**src/rtl/mem_block_copy.sv**
```systemverilog
// Byte-at-a-time block copy initiator for one memory bank (READ/WRITE per byte, then a Done pulse).
// Optional MEMCOPY_CHECKSUM_EN adds a Checksum output: modulo-2^DW sum of the bytes written.
module mem_block_copy #(
  parameter int AW = 8,
  parameter int DW = 8
) (
  input  logic          Clk,
  input  logic          Rst,
  input  logic          Start,
  input  logic [AW-1:0] SrcAddr,
  input  logic [AW-1:0] DstAddr,
  input  logic [AW-1:0] Length,
  output logic          Busy,
  output logic          Done,
  output logic [AW-1:0] Address,
  output logic [DW-1:0] WriteData,
  output logic          MemWrite,
  output logic          MemRead,
  input  logic [DW-1:0] ReadData
`ifdef MEMCOPY_CHECKSUM_EN
  ,
  output logic [DW-1:0] Checksum
`endif
);

  typedef enum logic [1:0] {IDLE, READ, WRITE, DONE} state_t;

  state_t        state, state_nxt;
  logic [AW-1:0] src, dst, len, cnt;
  logic [DW-1:0] buffer;
  logic          last_byte;

  assign last_byte = (cnt + AW'(1)) == len;

  always_ff @(posedge Clk or negedge Rst) begin
    if (!Rst) state <= IDLE;
    else      state <= state_nxt;
  end

  // Outputs decode registered state only, so reset clears them without a clock edge.
  always_comb begin
    state_nxt = state;
    Busy      = 1'b0;
    Done      = 1'b0;
    MemRead   = 1'b0;
    MemWrite  = 1'b0;
    Address   = '0;
    WriteData = '0;
    case (state)
      IDLE: begin
        if (Start) state_nxt = (Length == '0) ? DONE : READ;
      end
      READ: begin
        Busy      = 1'b1;
        MemRead   = 1'b1;
        Address   = src + cnt;
        state_nxt = WRITE;
      end
      WRITE: begin
        Busy      = 1'b1;
        MemWrite  = 1'b1;
        Address   = dst + cnt;
        WriteData = buffer;
        state_nxt = last_byte ? DONE : READ;
      end
      DONE: begin
        Done      = 1'b1;
        state_nxt = IDLE;
      end
      default: state_nxt = IDLE;
    endcase
  end

  always_ff @(posedge Clk or negedge Rst) begin
    if (!Rst) begin
      src      <= '0;
      dst      <= '0;
      len      <= '0;
      cnt      <= '0;
      buffer   <= '0;
`ifdef MEMCOPY_CHECKSUM_EN
      Checksum <= '0;
`endif
    end else begin
      case (state)
        IDLE: begin
          if (Start) begin
            src      <= SrcAddr;
            dst      <= DstAddr;
            len      <= Length;
            cnt      <= '0;
`ifdef MEMCOPY_CHECKSUM_EN
            Checksum <= '0;
`endif
          end
        end
        READ: buffer <= ReadData;
        WRITE: begin
          cnt      <= cnt + AW'(1);
`ifdef MEMCOPY_CHECKSUM_EN
          Checksum <= Checksum + buffer;
`endif
        end
        default: ;
      endcase
    end
  end

endmodule
```
**config.mk**
```make
export PLATFORM = sky130hd
export DESIGN_NAME = mem_block_copy
export DESIGN_NICKNAME = d
export VERILOG_FILES = /design/src/rtl/mem_block_copy.sv
export SDC_FILE = /design/constraint.sdc
export NUM_CORES = 1
export LEC_CHECK = 0
export CAP_MARGIN = 20
export CELL_PAD_IN_SITES_DETAIL_PLACEMENT = 1
export CELL_PAD_IN_SITES_GLOBAL_PLACEMENT = 2
export CORE_MARGIN = 3
export CORE_UTILIZATION = 32
export CTS_CLUSTER_SIZE = 24
export DETAILED_ROUTE_END_ITERATION = 7
export PLACE_DENSITY_LB_ADDON = 0.1
export SETUP_SLACK_MARGIN = 0.15
export SYNTH_ARGS = -nofsm -noshare
export SYNTH_HDL_FRONTEND = slang
export SYNTH_SLANG_ARGS = --single-unit
```
**constraint.sdc**
```tcl
create_clock -name Clk -period 3.4 [get_ports Clk]
set_input_delay 0.51 -clock Clk [delete_from_list [all_inputs] [get_ports Clk]]
set_output_delay 0.51 -clock Clk [all_outputs]
set_load 0.02 [all_outputs]
```
==> results.json <==
{
  "antenna_found_initial": 0,
  "vias_per_cell": 4.90,
  "combinationalPowerShare": 0.600,
  "synthArstFlopShare": 1.00,
  "start_util": 0.335,
  "synth_mux_area_frac": 0.195,
  "postSynthCellCount": 223,
  "synth-seq-area-share": 0.426,
  "yosysTopAreaCellShare": 0.426,
  "yosys_most_used_dff": "dfrtp_1",
  "port_buffers": 54,
  "clkLatencyLatePin_ns": 0.30,
  "maxSlewViolCount": 0,
  "grt_pass1_wl_um": 9800,
  "clockPowerShare": 0.125,
  "synthXorXnorAreaFrac": 0.0390,
  "p_leak_nw": 1.49,
  "dp.final_hpwl_um": 4560,
  "crit_type": "flop to output pin",
  "num_io_pins": 55,
  "min_period_ns": 3.30,
  "ctsRootBufferMaster": "clkbuf_8",
  "maxCapViolations": 0,
  "path_clk_slew_ns": 0.09,
  "cts_tree": "yes",
  "antenna_cells": 0,
  "synthAdderAreaFrac": 0.0690,
  "vias": 1908,
  "ys_types": 41,
  "drcViolationCount": 0,
  "wl_per_cell_um": 16.1,
  "yosysTopAreaCell": "dfrtp_1",
  "num_rows": 31,
  "setup_viol": 0,
  "synth_compound_area_frac": 0.105,
  "ff2ff_setup_slack_ns": 1.18,
  "core_area_sq_mm": 0.00737,
  "vdd_ir_drop_max_mv": 0.490,
  "finalHoldViolations": 0,
  "synth_seq_cells": 42,
  "fmax_mhz": 303,
  "slew_headroom": 0.377,
  "clock_path_buffers": 2,
  "status": "completed",
  "post_synth_main_area_contributors": "dfrtp_1, mux2_2, ha_1",
  "clock_skew_ns": 0.00822,
  "grt_setup_unrepaired": "true",
  "grt_pass1_vias": 1972,
  "critical_path.endpoint_type": "output pin",
  "synth_edf_count": 0,
  "ys_warn_count": 0,
  "drtIter0Drc": 40,
  "p_sw_mw": 1.26,
  "synth_common_cells": "dfrtp_1, mux2_2, and2_1",
  "cts_made_buffers": 5,
  "pwr-share-seq": 0.275,
  "synthSimpleGateAreaFrac": 0.132,
  "finalWirelength_um": 6250,
  "cp_data_required_time_ns": 2.89,
  "crit_fanout": 4,
  "synthesis.nets": 271,
  "n_fill_cell": 807,
  "die-area_sq_mm": 0.00880,
  "dr.pass1.iters": 4,
  "chipWidth_um": 93.8,
  "fin_ws_ns": 0.0976,
  "worstSetupStartpointType": "flop",
  "synth_top_family_by_area": "multiplexers",
  "gp_congestion": 0.736,
  "cp.arrival_ns": 2.79,
  "pre_cts_ws_ns": -0.0365,
  "nNetsFinal": 337,
  "drive_gt1_frac": 0.310,
  "hold_class": "input port to asynchronous set/reset pin",
  "grt_util_all_layers": 0.143,
  "yosysMostFrequentCell": "dfrtp_1",
  "period_share": 0.971,
  "syn_area_per_cell_sq_um": 11.1,
  "synthesis.area_sq_mm": 0.00247,
  "ant_nets": 0,
  "grt-ovfl-total": 0,
  "area_delta_synth_final_pct": 39.6,
  "power_density_mw_per_mm2": 940,
  "grt_max_degree": 43,
  "intPower_mw": 1.98,
  "finish.utilization": 0.467,
  "numClockSinks": 42,
  "die_h_um": 93.8,
  "tightest_slew_ns": 0.934,
  "h-tree-depth": 2,
  "netSwitchingFraction": 0.389
}
critical path, cell delays in order (launching register included):
cell      delay [ns]
dfrtp_1         0.40
inv_2           0.08
ha_4            0.17
mux2_4          0.33
ha_4            0.27
a21o_1          0.15
a21oi_4         0.06
o21bai_1        0.19
buf_4           0.16
nor4_4          0.04
or3_4           0.38
a21boi_2        0.12
buf_4           0.15
worst paths after layout:
kind,startpoint,end,cells past startpoint
hold / removal,Rst,dst[5],1
setup / recovery,state[0],Address[7],12
setup reg to reg,state[1],cnt[2],7
min in group Clk,buffer[3],buffer[3],1
max in group asynchronous,Rst,dst[2],1
hold reg to reg,buffer[3],buffer[3],1
final cells by class:
| class | instances | area (sq um) | area share |
|---|---|---|---|
| Clock inverter | 3 | 43.8 | 0.0127 |
| Inverter | 7 | 26.3 | 0.00763 |
| Tap cell | 99 | 124 | 0.0360 |
| Multi-Input combinational cell | 162 | 1490 | 0.431 |
| Clock buffer | 5 | 68.8 | 0.0200 |
| Timing Repair Buffer | 71 | 646 | 0.187 |
| Sequential cell | 42 | 1050 | 0.305 |
power groups by stage:
stage / Sequential, mW / Combinational (mW) / Clock [mW]
floorplan: 0.829 / 1.20 / 0
CTS: 0.885 / 1.80 / 0.422
global route: 0.919 / 2.12 / 0.442
global placement: 0.887 / 1.78 / 0
finish: 0.889 / 1.94 / 0.405
detailed placement: 0.895 / 1.81 / 0
what timing repair did:
item,CTS,global route
hold buffers,0,0
hold endpoints to repair,0,0
endpoints found under the setup margin,7,6
buffers inserted,2,3
cloned,0,0
pin swaps,3,9
gates resized for setup,21,23
sequential cells by signal, indices dropped and copies added, names as in the netlist:
register / cells
len: 8
src: 8
dst: 8
state: 2
cnt: 8
buffer: 8
cells by family after synthesis:
group                    count (synthesis)
buffers and inverters                   19
flip-flops                              42
adder cells (fa/ha/maj)                 13
AO/OA/AOI/OAI                           37
multiplexers                            43
AND/OR/NAND/NOR                         58
XOR/XNOR                                11
cells in the final DEF (no fill, tap or decap), types with 2 or more instances in the layout:
| cell | count |
|---|---|
| o21ai_1 | 4 |
| ha_4 | 6 |
| nor2_1 | 7 |
| nor4_1 | 2 |
| buf_2 | 3 |
| clkdlybuf4s50_1 | 47 |
| clkbuf_8 | 5 |
| dfrtp_1 | 42 |
| xor2_1 | 2 |
| and2_1 | 13 |
| nand2b_1 | 5 |
| xnor2_1 | 9 |
| inv_1 | 6 |
| buf_4 | 19 |
| mux2_2 | 35 |
| nand3_1 | 6 |
| a21o_1 | 7 |
| a22o_1 | 6 |
| a21oi_1 | 3 |
| nor2b_1 | 5 |
| dlygate4sd2_1 | 2 |
| mux2_4 | 6 |
| o21ai_0 | 3 |
| nor3_1 | 5 |
| nand2_1 | 6 |
| ha_1 | 5 |
| a21oi_2 | 2 |
stage by stage:
step	std cells	total power, mW	setup TNS, ns	instance area, sq um	hold slack [ns]
after floorplan	223	2.02	0	2490	0.214
after global placement	376	2.67	0	3180	0.482
after detailed placement	376	2.70	-0.0365	3180	0.489
after CTS	386	3.11	0	3310	0.392
after global routing	389	3.48	-0.0550	3440	0.418
final	389	3.24	0	3440	0.338
metal layers:
| metal | track usage | vias up | share of wire |
|---|---|---|---|
| met1 | 0.180 | 941 | 0.45 |
| met4 | 0.0361 | 0 | 0.0075 |
| li1 | - | 923 | - |
| met5 | 0 | - | 0 |
| met2 | 0.250 | 39 | 0.51 |
| met3 | 0.0256 | 5 | 0.033 |
Power figures use the tool's default switching activity.
